==> config.mk <==
export PLATFORM = sky130hd
export DESIGN_NAME = decode_stage
export DESIGN_NICKNAME = d
export VERILOG_FILES = /design/src/rtl/decode_stage_pkg.sv /design/src/rtl/regfile16.sv /design/src/rtl/decode_stage.sv
export SDC_FILE = /design/constraint.sdc
export NUM_CORES = 1
export LEC_CHECK = 0
export BUFFER_PORTS_ARGS = -buffer_cell sky130_fd_sc_hd__buf_2
export CAP_MARGIN = 20
export CORE_MARGIN = 2
export CORE_UTILIZATION = 40
export CTS_BUF_LIST = sky130_fd_sc_hd__clkbuf_16
export DETAILED_ROUTE_END_ITERATION = 10
export GPL_TIMING_DRIVEN = 0
export PLACE_DENSITY_LB_ADDON = 0.08
export SLEW_MARGIN = 10
export SYNTH_ARGS = -nofsm -noshare
export SYNTH_HDL_FRONTEND = slang
export SYNTH_SLANG_ARGS = --single-unit
==> constraint.sdc <==
create_clock -name CLK -period 16.3 [get_ports CLK]
set_input_delay 3.26 -clock CLK [delete_from_list [all_inputs] [get_ports CLK]]
set_output_delay 3.26 -clock CLK [all_outputs]
set_load 0.01 [all_outputs]
==> src/rtl/decode_stage_pkg.sv <==
// Shared CPU defines: opcodes, instruction field ranges and field helpers.
package decode_stage_pkg;

  localparam logic [3:0] OP_NOP  = 4'b0000;
  localparam logic [3:0] OP_ADD  = 4'b0001;
  localparam logic [3:0] OP_SUB  = 4'b0010;
  localparam logic [3:0] OP_SLT  = 4'b0011;
  localparam logic [3:0] OP_AND  = 4'b0100;
  localparam logic [3:0] OP_OR   = 4'b0101;
  localparam logic [3:0] OP_ADDI = 4'b0110;
  localparam logic [3:0] OP_JUMP = 4'b0111;

  localparam int OP_HI  = 15;
  localparam int OP_LO  = 12;
  localparam int RS_HI  = 11;
  localparam int RS_LO  = 8;
  localparam int RT_HI  = 7;
  localparam int RT_LO  = 4;
  localparam int RD_HI  = 3;
  localparam int RD_LO  = 0;
  localparam int IMM_HI = 3;
  localparam int IMM_LO = 0;
  localparam int JT_HI  = 11;

  typedef enum logic {ST_RUN, ST_FLUSH} dec_state_t;

  function automatic logic [3:0] get_op(input logic [15:0] ir);
    return ir[OP_HI:OP_LO];
  endfunction

  function automatic logic [3:0] get_rs(input logic [15:0] ir);
    return ir[RS_HI:RS_LO];
  endfunction

  function automatic logic [3:0] get_rt(input logic [15:0] ir);
    return ir[RT_HI:RT_LO];
  endfunction

  function automatic logic [3:0] get_rd(input logic [15:0] ir);
    return ir[RD_HI:RD_LO];
  endfunction

  function automatic logic [15:0] get_imm(input logic [15:0] ir);
    return {{12{ir[IMM_HI]}}, ir[IMM_HI:IMM_LO]};
  endfunction

  // Jumps stay inside the current 4K page of the jump's own PC.
  function automatic logic [15:0] get_jtarget(input logic [15:0] ir, input logic [15:0] pc);
    return {pc[15:12], ir[JT_HI:0]};
  endfunction

endpackage

==> src/rtl/regfile16.sv <==
// 16x16 register file: two combinational read ports, one write port,
// write-first bypass, R0 hardwired to zero.
module regfile16 (
  input  logic        CLK,
  input  logic        RST,
  input  logic [3:0]  ra1,
  input  logic [3:0]  ra2,
  input  logic        wen,
  input  logic [3:0]  waddr,
  input  logic [15:0] wdata,
  output logic [15:0] rdata1,
  output logic [15:0] rdata2
);

  logic [15:0] mem [16];

  // Storage; R0 is cleared by reset and never written, so it always reads 0.
  always_ff @(posedge CLK or posedge RST) begin
    if (RST) begin
      for (int i = 0; i < 16; i++) mem[i] <= '0;
    end else if (wen && (waddr != 4'd0)) begin
      mem[waddr] <= wdata;
    end
  end

  // Read ports with same-cycle writeback bypass so a waiting consumer can issue now.
  always_comb begin
    rdata1 = mem[ra1];
    rdata2 = mem[ra2];
    if (wen && (waddr == ra1) && (ra1 != 4'd0)) rdata1 = wdata;
    if (wen && (waddr == ra2) && (ra2 != 4'd0)) rdata2 = wdata;
  end

endmodule

==> src/rtl/decode_stage.sv <==
// Register-read / decode stage: operand fetch, ADDI and JUMP precompute,
// pending-write scoreboard for RAW stalls, and jump redirect with one flush slot.
//
// state    | meaning
// ---------+-------------------------------------------------------------
// ST_RUN   | normal issue; STALL may hold fetch on a RAW hazard
// ST_FLUSH | squash the single wrong-path instruction behind a JUMP
module decode_stage
  import decode_stage_pkg::*;
(
  input  logic        CLK,
  input  logic        RST,
  input  logic [15:0] IRIN,
  input  logic [15:0] PCIN,
  input  logic        VALIDIN,
  input  logic        WEN,
  input  logic [3:0]  WADDR,
  input  logic [15:0] WDATA,
  output logic        STALL,
  output logic        JUMPEN,
  output logic [15:0] JUMPADDR,
  output logic        VALIDOUT,
  output logic [15:0] IROUT,
  output logic [15:0] PCOUT,
  output logic [15:0] DATAOUT1,
  output logic [15:0] DATAOUT2,
  output logic [15:0] DATAOUT3
);

  dec_state_t  state;
  logic [15:0] pend;
  logic [15:0] pend_set;
  logic [15:0] rdata1;
  logic [15:0] rdata2;
  logic [3:0]  op;
  logic [3:0]  rs;
  logic [3:0]  rt;
  logic [3:0]  dst;
  logic        is_rtype;
  logic        is_addi;
  logic        is_jump;
  logic        hazard_rs;
  logic        hazard_rt;
  logic        issue;

  assign op       = get_op(IRIN);
  assign rs       = get_rs(IRIN);
  assign rt       = get_rt(IRIN);
  assign is_rtype = (op >= OP_ADD) && (op <= OP_OR);
  assign is_addi  = (op == OP_ADDI);
  assign is_jump  = (op == OP_JUMP);
  assign dst      = is_addi ? rt : get_rd(IRIN);

  regfile16 u_regfile (
    .CLK    (CLK),
    .RST    (RST),
    .ra1    (rs),
    .ra2    (rt),
    .wen    (WEN),
    .waddr  (WADDR),
    .wdata  (WDATA),
    .rdata1 (rdata1),
    .rdata2 (rdata2)
  );

  // A source being written back this cycle is bypassed, so it is not a hazard.
  assign hazard_rs = (is_rtype || is_addi) && pend[rs] && !(WEN && (WADDR == rs));
  assign hazard_rt = is_rtype && pend[rt] && !(WEN && (WADDR == rt));
  assign STALL     = VALIDIN && (state == ST_RUN) && (hazard_rs || hazard_rt);
  assign issue     = VALIDIN && (state == ST_RUN) && !STALL;

  // Mask of the destination claimed by the instruction issuing this cycle.
  always_comb begin
    pend_set = '0;
    if (issue && (is_rtype || is_addi) && (dst != 4'd0)) pend_set[dst] = 1'b1;
  end

  // Scoreboard: writeback clears, issue sets; set wins on the same bit.
  always_ff @(posedge CLK or posedge RST) begin
    if (RST) begin
      pend <= '0;
    end else begin
      pend <= (pend & ~(WEN ? (16'd1 << WADDR) : 16'd0)) | pend_set;
    end
  end

  // Issue FSM with registered ALU-stage outputs; anything not issued is a bubble.
  always_ff @(posedge CLK or posedge RST) begin
    if (RST) begin
      state    <= ST_RUN;
      JUMPEN   <= 1'b0;
      JUMPADDR <= '0;
      VALIDOUT <= 1'b0;
      IROUT    <= '0;
      PCOUT    <= '0;
      DATAOUT1 <= '0;
      DATAOUT2 <= '0;
      DATAOUT3 <= '0;
    end else begin
      JUMPEN   <= 1'b0;
      VALIDOUT <= 1'b0;
      IROUT    <= '0;
      PCOUT    <= '0;
      DATAOUT1 <= '0;
      DATAOUT2 <= '0;
      DATAOUT3 <= '0;
      case (state)
        ST_RUN: begin
          if (issue && (is_rtype || is_addi || is_jump)) begin
            VALIDOUT <= 1'b1;
            IROUT    <= IRIN;
            PCOUT    <= PCIN;
            if (is_rtype) begin
              DATAOUT2 <= rdata1;
              DATAOUT3 <= rdata2;
            end else if (is_addi) begin
              DATAOUT2 <= rdata1 + get_imm(IRIN);
            end else begin
              DATAOUT1 <= get_jtarget(IRIN, PCIN);
              JUMPEN   <= 1'b1;
              JUMPADDR <= get_jtarget(IRIN, PCIN);
              state    <= ST_FLUSH;
            end
          end
        end
        ST_FLUSH: state <= ST_RUN;
        default:  state <= ST_RUN;
      endcase
    end
  end

endmodule

==> flow_metrics.py <==
metrics = {
    "setup_path": {
        "worstReg2RegStart": "u_regfile.mem[6]$_DFFE_PP0P_",
        "start_kind": "input port",
        "rr_worst_depth": 10,
        "timing.critical_path.buf_inv": 3,
        "cp_cell_sequence": "buf_2 -> clkbuf_1 -> mux4_2 -> o2111ai_1 -> a21oi_1 -> buf_2",
        "crit_fanout": 10,
        "reg2reg_to": "DATAOUT2[13]$_DFF_PP0_",
        "critPathCaptureType": "output port",
        "critical_path_class": "input port to output port",
        "reg2reg_slack_ns": 12.20,
        "max_stage_delay_ns": 0.91,
        "crit_required_ns": 13.04,
        "cp.arrival_ns": 5.28,
        "cpMostUsedCell": "buf_2",
        "crit_slowest_cell": "clkbuf_1",
        "path_delay_family": "buffers and inverters",
    },
    "power": {
        "ir_worst_vdd_mv": 0.0739,
        "finalPower_mw": 2.73,
        "power.density_nw_per_um2": 125,
        "switching_share_pct": 28.7,
        "power_switching_mw": 0.782,
        "clkPwrFrac_pct": 32.7,
        "power_frac_comb_pct": 23.6,
        "pwr-share-seq_pct": 43.8,
        "p_int_mw": 1.94,
        "power_leakage_nw": 9.45,
    },
    "sta": {
        "slew_headroom_pct": 20.0,
        "setup-violations-final": 0,
        "hold_viol": 0,
        "fin_ws_ns": 7.76,
        "max_freq_ghz": 0.117,
        "fin_worst_skew_ns": 0.0317,
        "slew_viol_final": 0,
        "period_share_pct": 52.4,
        "rsz0062_at_grt": "no",
        "min_period_ns": 8.54,
        "max_slew.worst_pin.slew_ns": 1.20,
    },
    "cts": {
        "clk_latency_ns": 0.59,
        "clock_sinks": 370,
        "cts_buffer_depth": 3,
        "hold_buffers": 0,
        "clkTransAtPathRegs_ns": 0.05,
        "tritoncts": "done",
        "root_buffer": "clkbuf_16",
        "cts_made_buffers": 43,
        "cts_setup_buffers": 0,
        "cts.htree.levels": 2,
        "cts_resized": 0,
    },
    "global_routing": {
        "grtUsageTotal_pct": 24.8,
        "grt_max_degree": 113,
        "grt_pass1_wl_mm": 86.0,
        "grt_pass1_vias": 12600,
        "antenna_found_initial": 2,
        "grt-ovfl-total": 0,
    },
    "synth": {
        "syn_area_um2": 18700,
        "synth_edf_count": 0,
        "ys.flop_type": "dfrtp_1",
        "synth_warnings": 0,
        "synth_fp_nets": 1334,
        "synthArstFlopShare_pct": 100,
        "ys_seq_area_share_pct": 49.5,
        "synth_seq_cells": 370,
        "ys_types": 51,
        "netlist_instances": 1259,
        "avgSynthCellArea_um2": 14.9,
    },
    "route": {
        "routed_wl_mm": 58.9,
        "ant_nets": 0,
        "vias": 12300,
        "wire_per_inst_um": 27.9,
        "dr.pass1.iters": 7,
        "route.detailed.drc": 0,
        "wl_met1_mm": 26.1,
        "wl_met3_mm": 3.88,
        "viasPerCell": 5.86,
        "drt-initial-drc-count": 1102,
        "top_layer": "met5",
        "wl_met2_mm": 27.7,
    },
    "die": {
        "core-area_um2": 46400,
        "ios": 155,
        "row_count": 79,
        "die_h_um": 220,
        "initial_utilization_pct": 40.4,
        "die_x_um": 220,
        "dieArea_um2": 48500,
    },
    "layout": {
        "utilization_pct": 47.0,
        "nets": 1544,
        "area_delta_synth_final_pct": 16.4,
        "drive_above_1_share_pct": 45.9,
        "final_cells": 2108,
    },
    "hold_path": {
        "min-delay-start": "u_regfile.mem[251]$_DFFE_PP0P_",
        "min_path_cells": 1,
        "min_path_type": "flip-flop to flip-flop",
        "holdPathEnd": "u_regfile.mem[251]$_DFFE_PP0P_",
    },
    "placed_design": {
        "io_buffers": 145,
        "finalWeightedCongestion": 0.835,
        "place_ws_ns": 7.55,
        "dp_hpwl_mm": 39.8,
        "place_inst": 2029,
    },
    "status": {
        "status": "completed",
    },
    "run": {
        "maxCapViolCount": 0,
    },
}
[synth_stat cells (3+ instances only)]
master / n / area, um^2
clkbuf_1: 85 / 319
nor3b_1: 5 / 37.5
nor2_1: 50 / 188
ha_1: 18 / 225
nor3_1: 14 / 70.1
nand3b_1: 4 / 30.0
mux4_2: 170 / 3830
a21oi_1: 14 / 70.1
o31ai_1: 3 / 22.5
inv_1: 13 / 48.8
nand2_1: 19 / 71.3
nor2b_1: 3 / 18.8
nor4_1: 3 / 18.8
nand4_1: 5 / 31.3
nand3_1: 5 / 25.0
buf_2: 15 / 75.1
o21ai_1: 19 / 95.1
buf_4: 6 / 45.0
o21a_1: 3 / 22.5
buf_1: 12 / 45.0
o21ai_0: 17 / 85.1
a21o_1: 4 / 30.0
and2_1: 44 / 275
or3_1: 6 / 37.5
mux2_2: 272 / 3060
dfrtp_1: 370 / 9260
mux2i_1: 17 / 170
a31oi_1: 8 / 50.1
nand2b_1: 6 / 37.5
xnor2_1: 12 / 105
xor2_1: 4 / 35.0
a22oi_1: 7 / 52.6
[worst max path at each step]
stage / startpoint / endpoint / slack [ns] / cells after the start
after floorplan: RST / DATAOUT1[0]$_DFF_PP0_ / 2.77 / 1
after global placement: RST / u_regfile.mem[195]$_DFFE_PP0P_ / -1.96 / 2
after detailed placement: IRIN[9] / DATAOUT2[13]$_DFF_PP0_ / 7.55 / 13
after CTS: IRIN[10] / STALL / 7.84 / 6
after global routing: IRIN[10] / STALL / 7.76 / 6
final: IRIN[10] / STALL / 7.76 / 6
[flip-flops by register name, summed over array words and instances (netlist names)]
register,cells
JUMPADDR,16
pend,16
u_regfile.mem,256
IROUT,16
DATAOUT1,16
DATAOUT3,16
JUMPEN,1
DATAOUT2,16
PCOUT,16
VALIDOUT,1
[cell usage in the layout (no fill, tap or decap), types with 4 or more instances in the layout]
master and instances:
o21ai_0 17, clkinv_1 9, nand2b_1 6, and2_1 44, nand4_1 5, buf_6 8
buf_1 9, nor3_1 14, mux2_2 272, a21oi_1 14, ha_1 18, a31oi_1 8
xnor2_1 12, nor3b_1 5, o21ai_1 19, mux2i_1 17, buf_4 8, clkbuf_1 83
inv_1 28, clkinv_2 4, nor2_1 50, a21o_1 4, dfrtp_1 370, a22oi_1 7
xor2_1 4, nand3b_1 4, nand3_1 5, nand2_1 19, mux4_2 170, buf_2 163
clkbuf_16 43, buf_8 8, or3_1 6
[kinds of logic after synthesis]
kind of cell	count (synthesis)	share of synthesized area (%)
multiplexers	459	37.7
flip-flops	370	49.5
AND/OR/NAND/NOR	168	4.64
buffers and inverters	132	2.91
AO/OA/AOI/OAI	94	3.14
adder cells (fa/ha/maj)	19	1.31
XOR/XNOR	16	0.749
other	1	0.0200
[power groups by stage]
stage	clock network (mW)	logic (mW)	registers, mW
after floorplan	0	0.474	1.18
after global placement	0	0.630	1.20
after detailed placement	0	0.643	1.21
after CTS	0.913	0.645	1.19
after global routing	0.951	0.694	1.21
final	0.890	0.642	1.19
[metal layers]
layer	track usage, %	vias to the layer above
met4	6.67	2
met3	5.31	77
met2	39.6	427
li1	-	5178
met5	0	-
met1	34.3	6659
[stage by stage]
step	setup TNS [ns]	hold slack (ns)	cell area, um^2
6_report	0	0.478	21800
5_1_grt	0	0.501	21800
4_1_cts	0	0.480	21800
3_5_place_dp	0	0.468	20500
3_3_place_gp	-703.50	0.452	20200
2_1_floorplan	0	0.441	18700
[final cells by class]
type | count | area, um^2
multi-input combinational | 757 | 8910
clock buffer | 43 | 1080
fill | 4148 | 24600
buffer | 119 | 502
sequential | 370 | 9260
inverter | 13 | 56.3
antenna | 1 | 2.50
timing repair buffer | 165 | 1020
tap | 607 | 759
clock inverter | 33 | 196
Note: power is estimated with default switching activity, not from simulation.
